## config.mk

```make
export PLATFORM = sky130hd
export DESIGN_NAME = uart_tx_arbiter
export DESIGN_NICKNAME = d
export VERILOG_FILES = /design/src/rtl/uart_arb_pkg.sv /design/src/rtl/rr_picker.sv /design/src/rtl/uart_tx_arbiter.sv
export SDC_FILE = /design/constraint.sdc
export NUM_CORES = 1
export LEC_CHECK = 0
export CORE_ASPECT_RATIO = 0.9
export CORE_MARGIN = 8
export CORE_UTILIZATION = 30
export CTS_BUF_LIST = sky130_fd_sc_hd__clkbuf_8 sky130_fd_sc_hd__clkbuf_16
export DETAILED_ROUTE_END_ITERATION = 10
export SETUP_SLACK_MARGIN = 0.15
export SLEW_MARGIN = 20
export SYNTH_ARGS = -nofsm -noshare
export SYNTH_HDL_FRONTEND = slang
export SYNTH_HIERARCHICAL = 1
export SYNTH_SLANG_ARGS = --single-unit
```

## constraint.sdc

```tcl
create_clock -name i_clk -period 1.85 [get_ports i_clk]
set_input_delay 0.4625 -clock i_clk [delete_from_list [all_inputs] [get_ports i_clk]]
set_output_delay 0.4625 -clock i_clk [all_outputs]
set_load 0.1 [all_outputs]
```

## src/rtl/uart_arb_pkg.sv

```systemverilog
// Shared types and constants for the uart_tx_arbiter block.
package uart_arb_pkg;

  localparam int unsigned MAX_REQ = 8;

  typedef enum logic [1:0] {
    StIdle,
    StLaunch,
    StWaitDone,
    StHold
  } arb_state_t;

  // Width of the HOLD timeout counter, never narrower than one bit.
  function automatic int unsigned HOLD_CNT_W(input int unsigned hold_max);
    return (hold_max > 1) ? $clog2(hold_max) : 1;
  endfunction

endpackage

```

## src/rtl/rr_picker.sv

```systemverilog
// Combinational rotate-priority encoder: first valid requester at or after i_rr_ptr,
// wrapping modulo NUM_REQ.
module rr_picker
  import uart_arb_pkg::*;
#(
  parameter int unsigned NUM_REQ = 2
) (
  input  logic [NUM_REQ-1:0]         i_req_valid,
  input  logic [$clog2(NUM_REQ)-1:0] i_rr_ptr,
  output logic [$clog2(NUM_REQ)-1:0] o_winner,
  output logic                       o_any_valid
);

  localparam int unsigned PtrW = $clog2(NUM_REQ);

  logic [NUM_REQ-1:0] w_rot;
  int unsigned        w_sum;
  logic               w_found;

  // Bit k of w_rot is requester (i_rr_ptr + k) mod NUM_REQ.
  assign w_rot = NUM_REQ'({i_req_valid, i_req_valid} >> i_rr_ptr);

  always_comb begin
    o_winner = '0;
    w_found  = 1'b0;
    w_sum    = 0;
    for (int unsigned k = 0; k < NUM_REQ; k++) begin
      if (!w_found && w_rot[k]) begin
        w_found = 1'b1;
        w_sum   = 32'(i_rr_ptr) + k;
        if (w_sum >= NUM_REQ) w_sum = w_sum - NUM_REQ;
        o_winner = PtrW'(w_sum);
      end
    end
  end

  assign o_any_valid = |i_req_valid;

endmodule

```

## src/rtl/uart_tx_arbiter.sv

```systemverilog
// Round-robin sharing of one uart_tx between NUM_REQ byte requesters.
// Define UART_TX_ARB_PKT_LOCK_EN to lock the grant per message with a HOLD_MAX timeout.
module uart_tx_arbiter
  import uart_arb_pkg::*;
#(
  parameter int unsigned NUM_REQ  = 2,
  parameter int unsigned HOLD_MAX = 1024
) (
  input  logic                       i_clk,
  input  logic                       i_rst_n,
  input  logic [NUM_REQ-1:0]         i_req_valid,
  input  logic [NUM_REQ*8-1:0]       i_req_byte,
  input  logic [NUM_REQ-1:0]         i_req_last,
  output logic [NUM_REQ-1:0]         o_req_ready,
  output logic                       o_tx_data_valid,
  output logic [7:0]                 o_tx_byte,
  input  logic                       i_tx_active,
  input  logic                       i_tx_done,
  output logic [$clog2(NUM_REQ)-1:0] o_grant_id,
  output logic                       o_busy
);

  localparam int unsigned PtrW = $clog2(NUM_REQ);

  arb_state_t         r_state;
  logic [PtrW-1:0]    r_rr_ptr, r_grant_id, w_winner, w_ptr_next;
  logic [7:0]         r_tx_byte, w_win_byte;
  logic [NUM_REQ-1:0] r_req_ready;
  logic               r_tx_dv, r_busy, w_any_valid;

  rr_picker #(
    .NUM_REQ(NUM_REQ)
  ) u_picker (
    .i_req_valid(i_req_valid),
    .i_rr_ptr   (r_rr_ptr),
    .o_winner   (w_winner),
    .o_any_valid(w_any_valid)
  );

  assign w_win_byte = i_req_byte[{w_winner, 3'b000} +: 8];
  assign w_ptr_next = (r_grant_id == PtrW'(NUM_REQ - 1)) ? '0 : r_grant_id + PtrW'(1);

`ifdef UART_TX_ARB_PKT_LOCK_EN
  localparam int unsigned CntW = HOLD_CNT_W(HOLD_MAX);

  logic [CntW-1:0] r_hold_cnt;
  logic            r_last, w_win_last, w_own_valid, w_own_last;
  logic [7:0]      w_own_byte;

  assign w_win_last  = i_req_last[w_winner];
  assign w_own_valid = i_req_valid[r_grant_id];
  assign w_own_last  = i_req_last[r_grant_id];
  assign w_own_byte  = i_req_byte[{r_grant_id, 3'b000} +: 8];
`else
  logic w_unused_lock;
  assign w_unused_lock = ^{i_req_last, HOLD_MAX};
`endif

  always_ff @(posedge i_clk or negedge i_rst_n) begin
    if (!i_rst_n) begin
      r_state     <= StIdle;
      r_rr_ptr    <= '0;
      r_grant_id  <= '0;
      r_tx_byte   <= '0;
      r_req_ready <= '0;
      r_tx_dv     <= 1'b0;
      r_busy      <= 1'b0;
`ifdef UART_TX_ARB_PKT_LOCK_EN
      r_last      <= 1'b0;
      r_hold_cnt  <= '0;
`endif
    end else begin
      r_req_ready <= '0;
      r_tx_dv     <= 1'b0;
      unique case (r_state)
        StIdle: begin
          // Guard on tx_active so a frame left running across reset is never overlapped.
          if (w_any_valid && !i_tx_active) begin
            r_grant_id  <= w_winner;
            r_tx_byte   <= w_win_byte;
            r_req_ready <= NUM_REQ'(1) << w_winner;
            r_tx_dv     <= 1'b1;
            r_busy      <= 1'b1;
            r_state     <= StLaunch;
`ifdef UART_TX_ARB_PKT_LOCK_EN
            r_last      <= w_win_last;
`endif
          end
        end
        StLaunch: r_state <= StWaitDone;
        StWaitDone: begin
          if (i_tx_done) begin
`ifdef UART_TX_ARB_PKT_LOCK_EN
            if (r_last) begin
              r_rr_ptr <= w_ptr_next;
              r_busy   <= 1'b0;
              r_state  <= StIdle;
            end else if (w_own_valid) begin
              r_tx_byte   <= w_own_byte;
              r_last      <= w_own_last;
              r_req_ready <= NUM_REQ'(1) << r_grant_id;
              r_tx_dv     <= 1'b1;
              r_state     <= StLaunch;
            end else begin
              r_hold_cnt <= '0;
              r_state    <= StHold;
            end
`else
            r_rr_ptr <= w_ptr_next;
            r_busy   <= 1'b0;
            r_state  <= StIdle;
`endif
          end
        end
`ifdef UART_TX_ARB_PKT_LOCK_EN
        StHold: begin
          if (w_own_valid) begin
            r_tx_byte   <= w_own_byte;
            r_last      <= w_own_last;
            r_req_ready <= NUM_REQ'(1) << r_grant_id;
            r_tx_dv     <= 1'b1;
            r_state     <= StLaunch;
          end else if (r_hold_cnt == CntW'(HOLD_MAX - 1)) begin
            r_rr_ptr <= w_ptr_next;
            r_busy   <= 1'b0;
            r_state  <= StIdle;
          end else begin
            r_hold_cnt <= r_hold_cnt + CntW'(1);
          end
        end
`endif
        default: r_state <= StIdle;
      endcase
    end
  end

  assign o_req_ready     = r_req_ready;
  assign o_tx_data_valid = r_tx_dv;
  assign o_tx_byte       = r_tx_byte;
  assign o_grant_id      = r_grant_id;
  assign o_busy          = r_busy;

endmodule

```

==> impl_metrics.json <==
{
  "status": "completed",
  "drtAntennaViolNets": 0,
  "slew_violations": 0,
  "syn_area_per_cell_um2": 15.4,
  "crit_chain": "clkdlybuf4s50_1, nor4b_4, buf_4, mux2_2",
  "finalClockSkew_ns": 0.00441,
  "finalSetupViolations": 0,
  "synth.cell_area_um2": 738,
  "num_antenna_cells": 0,
  "synthDistinctLibCells": 16,
  "first_iter_violations": 11,
  "period_needed_ns": 1.62,
  "rows": 17,
  "r2r_start": "r_rr_ptr$_DFFE_PN0P_",
  "area_growth_pct": 83.2,
  "die_w_um": 68.3,
  "place_hpwl_mm": 1.42,
  "cp_top_family": "buffers and inverters",
  "cts_hold_buf": 0,
  "required_ns": 1.98,
  "grt-ovfl-total": 0,
  "topRoutingLayerUsed": "met3",
  "grt_pass1_vias": 642,
  "timing.rr.end": "o_tx_byte[1]$_DFFE_PN0P_",
  "reg2reg_slack_ns": 0.38,
  "initial_core_util_pct": 30.7,
  "drc": 0,
  "core_area_mm2": 0.00240,
  "num-fill-cells": 195,
  "wl_per_cell_um": 15.0,
  "clk_pin_slew_ns": 0.06,
  "netlist_instances": 48,
  "max-cap-violations": 0,
  "powerDensity_mw_per_mm2": 1990,
  "setup-tns-final_ns": 0,
  "rsz0062_at_grt": "no",
  "yosysSeqAreaShare_pct": 54.2,
  "path_max_fanout": 3,
  "viasPerCell": 4.49,
  "crit_type": "in2reg",
  "routabilityCongestion": 0.690,
  "seqPwrFrac_pct": 24.2,
  "regArea_um2": 400,
  "worst_pin_slew_ns": 0.295,
  "holdWs_ns": 0.532,
  "first_pass_iters": 2,
  "clkLatencyLatePin_ns": 0.24,
  "finalCritPeriodShare_pct": 87.5,
  "numCtsBuffers": 3,
  "startpoint_type": "input port",
  "crit_buf_inv": 2,
  "r2r_cells": 5,
  "cp_slowest_cell": "clkdlybuf4s50_1",
  "hold_class": "reg2reg",
  "die_y_um": 63.1,
  "dieArea_mm2": 0.00431,
  "p_int_mw": 1.35,
  "drive_above_1_share_pct": 47.3,
  "fin_util_pct": 56.3,
  "clkPwrFrac_pct": 9.7,
  "pre_cts_ws_ns": -0.298,
  "hold_viol_final": 0,
  "hp-start": "r_rr_ptr$_DFFE_PN0P_",
  "wl_met3_um": 161,
  "met1Wirelength_um": 660,
  "clk_path_buf_depth": 2,
  "nNetsFinal": 117,
  "antenna_found_initial": 0,
  "arrival_ns": 1.75,
  "clock.fmax_ghz": 0.618,
  "port_buffers": 34,
  "synth-seq-cells": 16,
  "relSlewSlack_pct": 80.3,
  "cts_root_buffer": "clkbuf_8",
  "h-tree-depth": 1,
  "via_count": 534,
  "power.net_switching_mw": 1.33,
  "combPwrFrac_pct": 66.2,
  "peakVddDrop_mv": 1.21,
  "critPathMaxStageDelay_ns": 0.46,
  "startpoint": "i_tx_active",
  "timing.final.ws_setup_ns": 0.232,
  "p_sw_share_pct": 49.7,
  "wirelength_mm": 1.78,
  "grt_max_degree": 17,
  "syn_nets": 72,
  "route.met2.wl_um": 961,
  "grt_pass1_wl_mm": 3.08,
  "yosysWarnings": 6,
  "multi_input_area_um2": 329,
  "cts_tree": "yes",
  "endpoint": "o_tx_byte[4]$_DFFE_PN0P_",
  "setup.worst_path.end_class": "flip-flop",
  "cts.sinks": 16,
  "cp.depth": 4,
  "p_leak_nw": 0.614,
  "track_usage_pct": 9.12,
  "ioPinCount": 37
}
-- cells by family after synthesis --
family                 count (synthesis)  synth area share, %
buffers and inverters                  4                 3.22
AOI/OAI and AO/OA                      2                 2.03
and+or+nand+nor                        7                 8.82
muxes                                 19                 31.7
DFF                                   16                 54.2
-- tightest hold or removal path, stage by stage (launching register included) --
cell and delay [ns]:
dfrtp_1 0.38, inv_1 0.05, mux2i_1 0.05
-- worst min path at each step --
stage	end	slack, ns	cells after the start
6_report	r_rr_ptr$_DFFE_PN0P_	0.53	2
2_1_floorplan	o_busy$_DFFE_PN0P_	0.17	0
3_5_place_dp	r_rr_ptr$_DFFE_PN0P_	0.52	2
3_3_place_gp	r_rr_ptr$_DFFE_PN0P_	0.52	2
4_1_cts	r_rr_ptr$_DFFE_PN0P_	0.53	2
5_1_grt	o_tx_byte[5]$_DFFE_PN0P_	0.56	2
-- flip-flops by register name, summed over array words and instances (netlist names) --
register,cells
o_busy,1
o_grant_id,1
o_req_ready,2
o_tx_byte,8
o_tx_data_valid,1
r_rr_ptr,1
r_state,2
-- cell usage after synthesis (all sizes together) --
master / n / share of area (%)
mux2: 17 / 29
dfrtp: 16 / 54
buf: 2 / 2.2
inv: 2 / 1.0
mux2i: 2 / 2.7
nor4b: 2 / 4.4
a21boi: 1 / 1.0
a21o: 1 / 1.0
and2: 1 / 0.85
nand2b: 1 / 0.85
nand3b: 1 / 1.0
nor2b: 1 / 0.85
or2: 1 / 0.85
-- layout by cell type (no fill, tap or decap), drive strengths merged --
cell type	netlist	final
a21boi	1	1
a21o	1	1
and2	1	1
buf	2	21
clkbuf	0	3
clkdlybuf4s50	0	19
dfrtp	16	16
dlygate4sd2	0	2
inv	2	2
mux2	17	17
mux2i	2	2
nand2b	1	1
nand3b	1	1
nor2b	1	1
nor4b	2	2
or2	1	1
-- repair_timing --
action | CTS | global route
setup endpoints to repair | 9 | 0
setup buffers | 1 | 0
gates resized for setup | 9 | 0
-- metal layers --
| layer | vias to the layer above | track usage (%) |
|---|---|---|
| met4 | 0 | 2.30 |
| met5 | - | 0 |
| met2 | 16 | 15.1 |
| li1 | 252 | - |
| met3 | 0 | 4.42 |
| met1 | 266 | 10.0 |
-- layout make-up --
type / instances / share of cell area (%)
Timing Repair Buffer: 42 / 39.9
Sequential cell: 16 / 29.6
Inverter: 2 / 0.555
Multi-Input combinational cell: 28 / 24.3
Clock buffer: 3 / 3.05
Tap cell: 28 / 2.59
-- power groups by stage --
stage	Combinational (mW)	Clock (mW)	Sequential, mW
after floorplan	0.258	0	1.45
after global placement	1.75	0	0.650
after CTS	1.80	0.267	0.652
after global routing	1.83	0.285	0.672
after detailed placement	1.76	0	0.655
final	1.78	0.259	0.650
-- stage by stage --
stage	cell area, µm²	instances	power, mW
2_1_floorplan	738	48	1.71
3_3_place_gp	1270	114	2.40
3_5_place_dp	1270	114	2.42
4_1_cts	1350	119	2.71
5_1_grt	1350	119	2.79
6_report	1350	119	2.69
Note: power is estimated with default switching activity, not from simulation.
